**config.mk**
```make
export PLATFORM = sky130hd
export DESIGN_NAME = segment_display_arbiter
export DESIGN_NICKNAME = d
export VERILOG_FILES = /design/src/rtl/segment_display_arbiter.sv
export SDC_FILE = /design/constraint.sdc
export NUM_CORES = 1
export LEC_CHECK = 0
export CAP_MARGIN = 5
export CELL_PAD_IN_SITES_DETAIL_PLACEMENT = 1
export CELL_PAD_IN_SITES_GLOBAL_PLACEMENT = 1
export CORE_MARGIN = 1.5
export CORE_UTILIZATION = 32
export DETAILED_ROUTE_END_ITERATION = 10
export HOLD_SLACK_MARGIN = 0.02
export PLACE_DENSITY = 0.75
export SLEW_MARGIN = 20
export SYNTH_ARGS = -nofsm -noshare
export SYNTH_HDL_FRONTEND = slang
export SYNTH_SLANG_ARGS = --single-unit
```
**constraint.sdc**
```tcl
create_clock -name i_clock -period 2.6 [get_ports i_clock]
set_input_delay 0.65 -clock i_clock [delete_from_list [all_inputs] [get_ports i_clock]]
set_output_delay 0.65 -clock i_clock [all_outputs]
set_load 0.005 [all_outputs]
```
**src/rtl/segment_display_arbiter.sv**
```systemverilog
// Grants the shared seven-segment display to one of two frame requesters, round-robin, with a minimum hold.
// Accepted frame appears on o_digits_out one cycle after accept; the non-owner is held off (ready low) until the hold expires.
module segment_display_arbiter #(
  parameter int TICK_DIVIDER   = 60000,
  parameter int MIN_HOLD_TICKS = 100,
  parameter int NUM_DIGITS     = 4,
  parameter int DIGIT_BITS     = 5
) (
  input  logic                             i_clock,
  input  logic                             i_reset_n,
  input  logic                             i_req0_valid,
  output logic                             o_req0_ready,
  input  logic [NUM_DIGITS*DIGIT_BITS-1:0] i_req0_digits,
  input  logic                             i_req1_valid,
  output logic                             o_req1_ready,
  input  logic [NUM_DIGITS*DIGIT_BITS-1:0] i_req1_digits,
  output logic [NUM_DIGITS*DIGIT_BITS-1:0] o_digits_out,
  output logic                             o_owner,
  output logic                             o_frame_update
);

  localparam int FW = NUM_DIGITS * DIGIT_BITS;
  localparam int TW = (TICK_DIVIDER > 1) ? $clog2(TICK_DIVIDER) : 1;
  localparam int HW = (MIN_HOLD_TICKS > 0) ? $clog2(MIN_HOLD_TICKS + 1) : 1;
  localparam logic [TW-1:0] TICK_LAST = TW'(TICK_DIVIDER - 1);
  localparam logic [HW-1:0] HOLD_LAST = HW'(MIN_HOLD_TICKS);

  typedef enum logic [1:0] {IDLE, HOLD, EXPIRED} state_t;

  state_t        r_state;
  state_t        w_state_nxt;
  logic [1:0]    r_rst_sync;
  logic          w_rst_n;
  logic [TW-1:0] r_tick_cnt;
  logic          w_tick;
  logic [HW-1:0] r_hold_cnt;
  logic [HW-1:0] w_hold_nxt;
  logic          r_ptr;
  logic          w_ptr_nxt;
  logic          w_rdy0;
  logic          w_rdy1;
  logic [FW-1:0] r_digits;
  logic          r_owner;
  logic          r_frame_update;

  // Async assert, synchronous release; ready is gated until release completes.
  always_ff @(posedge i_clock or negedge i_reset_n) begin
    if (!i_reset_n) r_rst_sync <= 2'b00;
    else            r_rst_sync <= {r_rst_sync[0], 1'b1};
  end
  assign w_rst_n = r_rst_sync[1];

  assign w_tick = (r_tick_cnt == TICK_LAST);

  always_ff @(posedge i_clock or negedge w_rst_n) begin
    if (!w_rst_n)    r_tick_cnt <= '0;
    else if (w_tick) r_tick_cnt <= '0;
    else             r_tick_cnt <= r_tick_cnt + 1'b1;
  end

  always_ff @(posedge i_clock or negedge w_rst_n) begin
    if (!w_rst_n) begin
      r_state    <= IDLE;
      r_hold_cnt <= '0;
      r_ptr      <= 1'b0;
    end else begin
      r_state    <= w_state_nxt;
      r_hold_cnt <= w_hold_nxt;
      r_ptr      <= w_ptr_nxt;
    end
  end

  always_comb begin
    w_state_nxt = r_state;
    w_hold_nxt  = r_hold_cnt;
    w_ptr_nxt   = r_ptr;
    w_rdy0      = 1'b0;
    w_rdy1      = 1'b0;
    case (r_state)
      HOLD: begin
        w_rdy0 = i_req0_valid & ~r_owner;
        w_rdy1 = i_req1_valid & r_owner;
        if (w_tick && (r_hold_cnt != HOLD_LAST)) w_hold_nxt = r_hold_cnt + 1'b1;
        if (r_hold_cnt == HOLD_LAST) w_state_nxt = EXPIRED;
      end
      default: begin
        if (i_req0_valid && i_req1_valid) begin
          w_rdy0    = ~r_ptr;
          w_rdy1    = r_ptr;
          w_ptr_nxt = ~r_ptr;
        end else begin
          w_rdy0 = i_req0_valid;
          w_rdy1 = i_req1_valid;
        end
        if (i_req0_valid || i_req1_valid) begin
          w_state_nxt = HOLD;
          w_hold_nxt  = '0;
        end
      end
    endcase
    if (!w_rst_n) begin
      w_rdy0 = 1'b0;
      w_rdy1 = 1'b0;
    end
  end

  // Display register only moves on accept; never blanked outside reset.
  always_ff @(posedge i_clock or negedge w_rst_n) begin
    if (!w_rst_n) begin
      r_digits       <= '0;
      r_owner        <= 1'b0;
      r_frame_update <= 1'b0;
    end else begin
      r_frame_update <= w_rdy0 | w_rdy1;
      if (w_rdy1) begin
        r_digits <= i_req1_digits;
        r_owner  <= 1'b1;
      end else if (w_rdy0) begin
        r_digits <= i_req0_digits;
        r_owner  <= 1'b0;
      end
    end
  end

  assign o_req0_ready   = w_rdy0;
  assign o_req1_ready   = w_rdy1;
  assign o_digits_out   = r_digits;
  assign o_owner        = r_owner;
  assign o_frame_update = r_frame_update;

endmodule

```
==> reports/results.md, run 1 <==
## Global route
- **global route total overflow** 0
- **antenna violations before repair** 0
- **wire length of the first global-routing pass** 10,630 um
- **number of global-route vias before repair** 2,166
- **total track usage** 17.40%
- **pin count of the biggest net entering global routing** 48

## Die
- **Top Ports** 68
- **initial core utilization** 32.85%
- **floorplan row count** 31
- **overall die width** 89.06 um
- **core box area** 7214 um2
- **overall die area** 7931 um2
- **die span in y** 89.06 um

## Synthesis
- **synthesis warning total** 0
- **Post-Synth XOR/XNOR Area** 4.805%
- **post-synth design cell area** 2370 um2
- **post-synth top area cell** dfrtp_1
- **Synth Area in Compound Gates** 11.99%
- **average instance area after synthesis** 9.479 um2
- **register area share after synthesis** 52.80%
- **total nets after synthesis** 297
- **number of synthesized register bits** 50
- **main combinational cell family by area after synthesis** simple AND/OR/NAND/NOR gates
- **multiplexer area fraction after synthesis** 2.587%
- **Area contributors post-synth** dfrtp_1, a21oi_1, nand2_1
- **adder-cell area share of the yosys netlist** 1.584%
- **fraction of synthesized cell area taken by the top area cell type** 52.80%
- **area share of and/or/nand/nor cells after synthesis** 23.28%
- **post-synthesis cell count** 250
- **distinct cell type count after synthesis** 40

## Clock tree
- **Num CTS Buffers** 5
- **Hold Buf Count CTS** 0
- **source-to-sink clock delay at the later pin of the worst-skew pair** 310 ps
- **clock-pin transition on the worst setup and hold timing paths** 90 ps
- **clock root cell** clkbuf_8
- **maximum buffer depth of the clock tree** 2
- **TritonCTS clock tree** yes
- **clock sink count** 50
- **maximum level of the CTS H-tree** 2
- **Setup Buffers After CTS** 0

## Final layout
- **non-filler cells in the finished layout** 425
- **filler instances** 851
- **commonest cells after routing, fill and taps aside** clkdlybuf4s50_1, dfrtp_1, a21oi_1
- **share of layout cells above drive strength 1** 8.896%
- **nets** 372
- **area growth from synthesis to layout** 40.29%
- **# diodes** 0
- **most common library cell in the layout ignoring fill and taps** clkdlybuf4s50_1

## Detailed routing
- **vias after detailed routing** 2,090
- **DRC violations left** 0
- **number of detailed-routing iterations run before antenna repair** 4
- **vias per cell** 4.918
- **average wire length per cell after detail routing** 15.17 um
- **Antenna Violating Nets Remaining** 0
- **first-iteration detailed-routing DRC count** 57
- **routed wire length** 6447 um

## STA
- **portion of the clock cycle consumed by the worst path in the final layout** 92.84%
- **Fin Clk Skew** 8.066 ps
- **count of endpoints failing hold in the final timing report** 0
- **max-slew headroom at the worst pin** 58.62%
- **fin. max-slew vios** 0
- **peak clock frequency supported by timing** 414.3 MHz
- **RSZ-0062 raised after global routing** no
- **post-layout minimum cycle time** 2414 ps
- **Slew @ Worst Pin** 620.8 ps
- **Final setup viols** 0

## Setup path
- **crit path kind** in -> out
- **highest fanout seen on the critical path** 3
- **Required @ worst endpoint** 1950 ps
- **worst r2r src** r_tick_cnt[0]
- **slack of the worst reg-to-reg path** 540 ps
- **critical path data arrival time** 1760 ps
- **category of the worst setup path capture point** output pin
- **Critical Path Start** i_req0_valid
- **critical path launch point type** input port

## Pwr
- **overall power of the completed layout** 1745 uW
- **Leakage** 0.001456 uW
- **Pwr Density** 524.9 nW/um2
- **Peak supply drop** 0.2016 mV

## Placement
- **gp weighted congestion** 0.8174
- **Placed Instances** 417
- **post-detail-place hpwl** 4679 um
- **number of port buffers** 67

## Flow run
- **number of maximum-capacitance constraint violations** 0

## Hold path
- **class of the tightest hold or removal check** reg -> async

## Status
- **result of the run** complete, no violations

## cell usage after synthesis
cell	n
dfrtp_1	50
nor3b_1	1
nand4_1	6
nor2b_1	1
nand3b_1	2
clkbuf_1	6
ha_1	3
a21oi_1	42
or4_1	1
nor3_1	6
o31ai_1	1
or3_1	1
a22o_1	1
and4_2	1
and4bb_2	1
mux2_2	1
o21a_1	1
and3_1	2
nor2_1	31
xor2_1	6
o21ai_0	1
nor4b_4	1
nor4_1	4
nand4_4	1
inv_1	5
o211ai_1	1
o41ai_1	1
buf_2	5
nand2b_1	1
xnor2_1	7
mux2i_1	5
nand2_1	35
o31a_2	1
a311o_1	1
and2_2	1
nand3_1	12
conb_1	1
and2_1	1
o311ai_0	1
and4_1	1
## sequential cells by signal, summed over array words and instances (netlist names)
| register | cells |
|---|---|
| r_hold_cnt | 7 |
| o_frame_update | 1 |
| r_state | 2 |
| o_digits_out | 20 |
| r_rst_sync | 2 |
| o_owner | 1 |
| r_ptr | 1 |
| r_tick_cnt | 16 |
## logic make-up (layout without fill, tap and decap cells)
family / Yosys count / count (layout)
and+or+nand+nor: 110 / 110
AOI/OAI and AO/OA: 51 / 51
DFF: 50 / 50
buffers and inverters: 16 / 92
xor gates and xnor gates: 13 / 13
muxes: 6 / 6
adders and majority gates: 3 / 3
other: 1 / 1
## through the flow
stage / area (um2) / utilization, % / setup slack, ps / TNS (ps) / hold slack (ps)
3_3_place_gp: 3208 / 44.47 / -154.7 / -250.3 / 43.13
3_5_place_dp: 3208 / 44.47 / -204.8 / -325.8 / 44.74
4_1_cts: 3322 / 46.05 / 45.62 / 0 / 51.21
2_1_floorplan: 2371 / - / 296.7 / 0 / 331.1
6_report: 3324 / 46.08 / 186.1 / 0 / 48.58
5_1_grt: 3324 / 46.08 / 107.9 / 0 / 58.76
## timing repair
action | CTS | global route
hold endpoints to repair | 0 | 0
gates resized for setup | 3 | 1
pin swaps | 2 | 1
setup endpoints to repair | 2 | 1
## critical path, cell delays in order
cell and delay (ps):
clkdlybuf4s50_1 450, a311o_1 360, inv_2 70, dlygate4sd2_1 230
## path summary, 6_finish.rpt
path,end,depth (start not counted)
max in group asynchronous,r_hold_cnt[3],1
max,o_req1_ready,4
max reg2reg,r_hold_cnt[1],5
min reg2reg,o_frame_update,0
min,o_frame_update,0
min in group i_clock,r_rst_sync[1],0
## metal layers
| metal | wire length (um) | vias to the layer above | part of all wire (%) | global-route usage [%] |
|---|---|---|---|---|
| met4 | 64 | 0 | 0.99 | 3.357 |
| met5 | 0 | - | 0 | 0 |
| met3 | 510 | 7 | 7.9 | 6.925 |
| met2 | 3084 | 50 | 48 | 28.37 |
| li1 | - | 1010 | - | - |
| met1 | 2788 | 1023 | 43 | 22.15 |
## layout make-up
cell class	count	area, um2	area share [%]
clock buffers	5	68.82	2.070
clock inverters	3	47.55	1.430
inverters	5	18.77	0.5645
multi-input cells	184	1052	31.65
flip-flops and latches	50	1252	37.67
well taps	99	123.9	3.726
repair buffers	79	760.7	22.88
## where the power goes
group          switching, uW  total, uW  internal (uW)  leakage (uW)
registers               34.0        867            833      0.000631
logic                    114        295            181      0.000766
clock network            289        583            294     0.0000591
total                    437       1750           1310       0.00146
Power figures use the tool's default switching activity.
==> run 2, diff against run 1 <==
- ABC_AREA: unset -> 0
==> results of run 2 <==
Same layout as run 1: the final DEF is identical, and so are final timing and power.
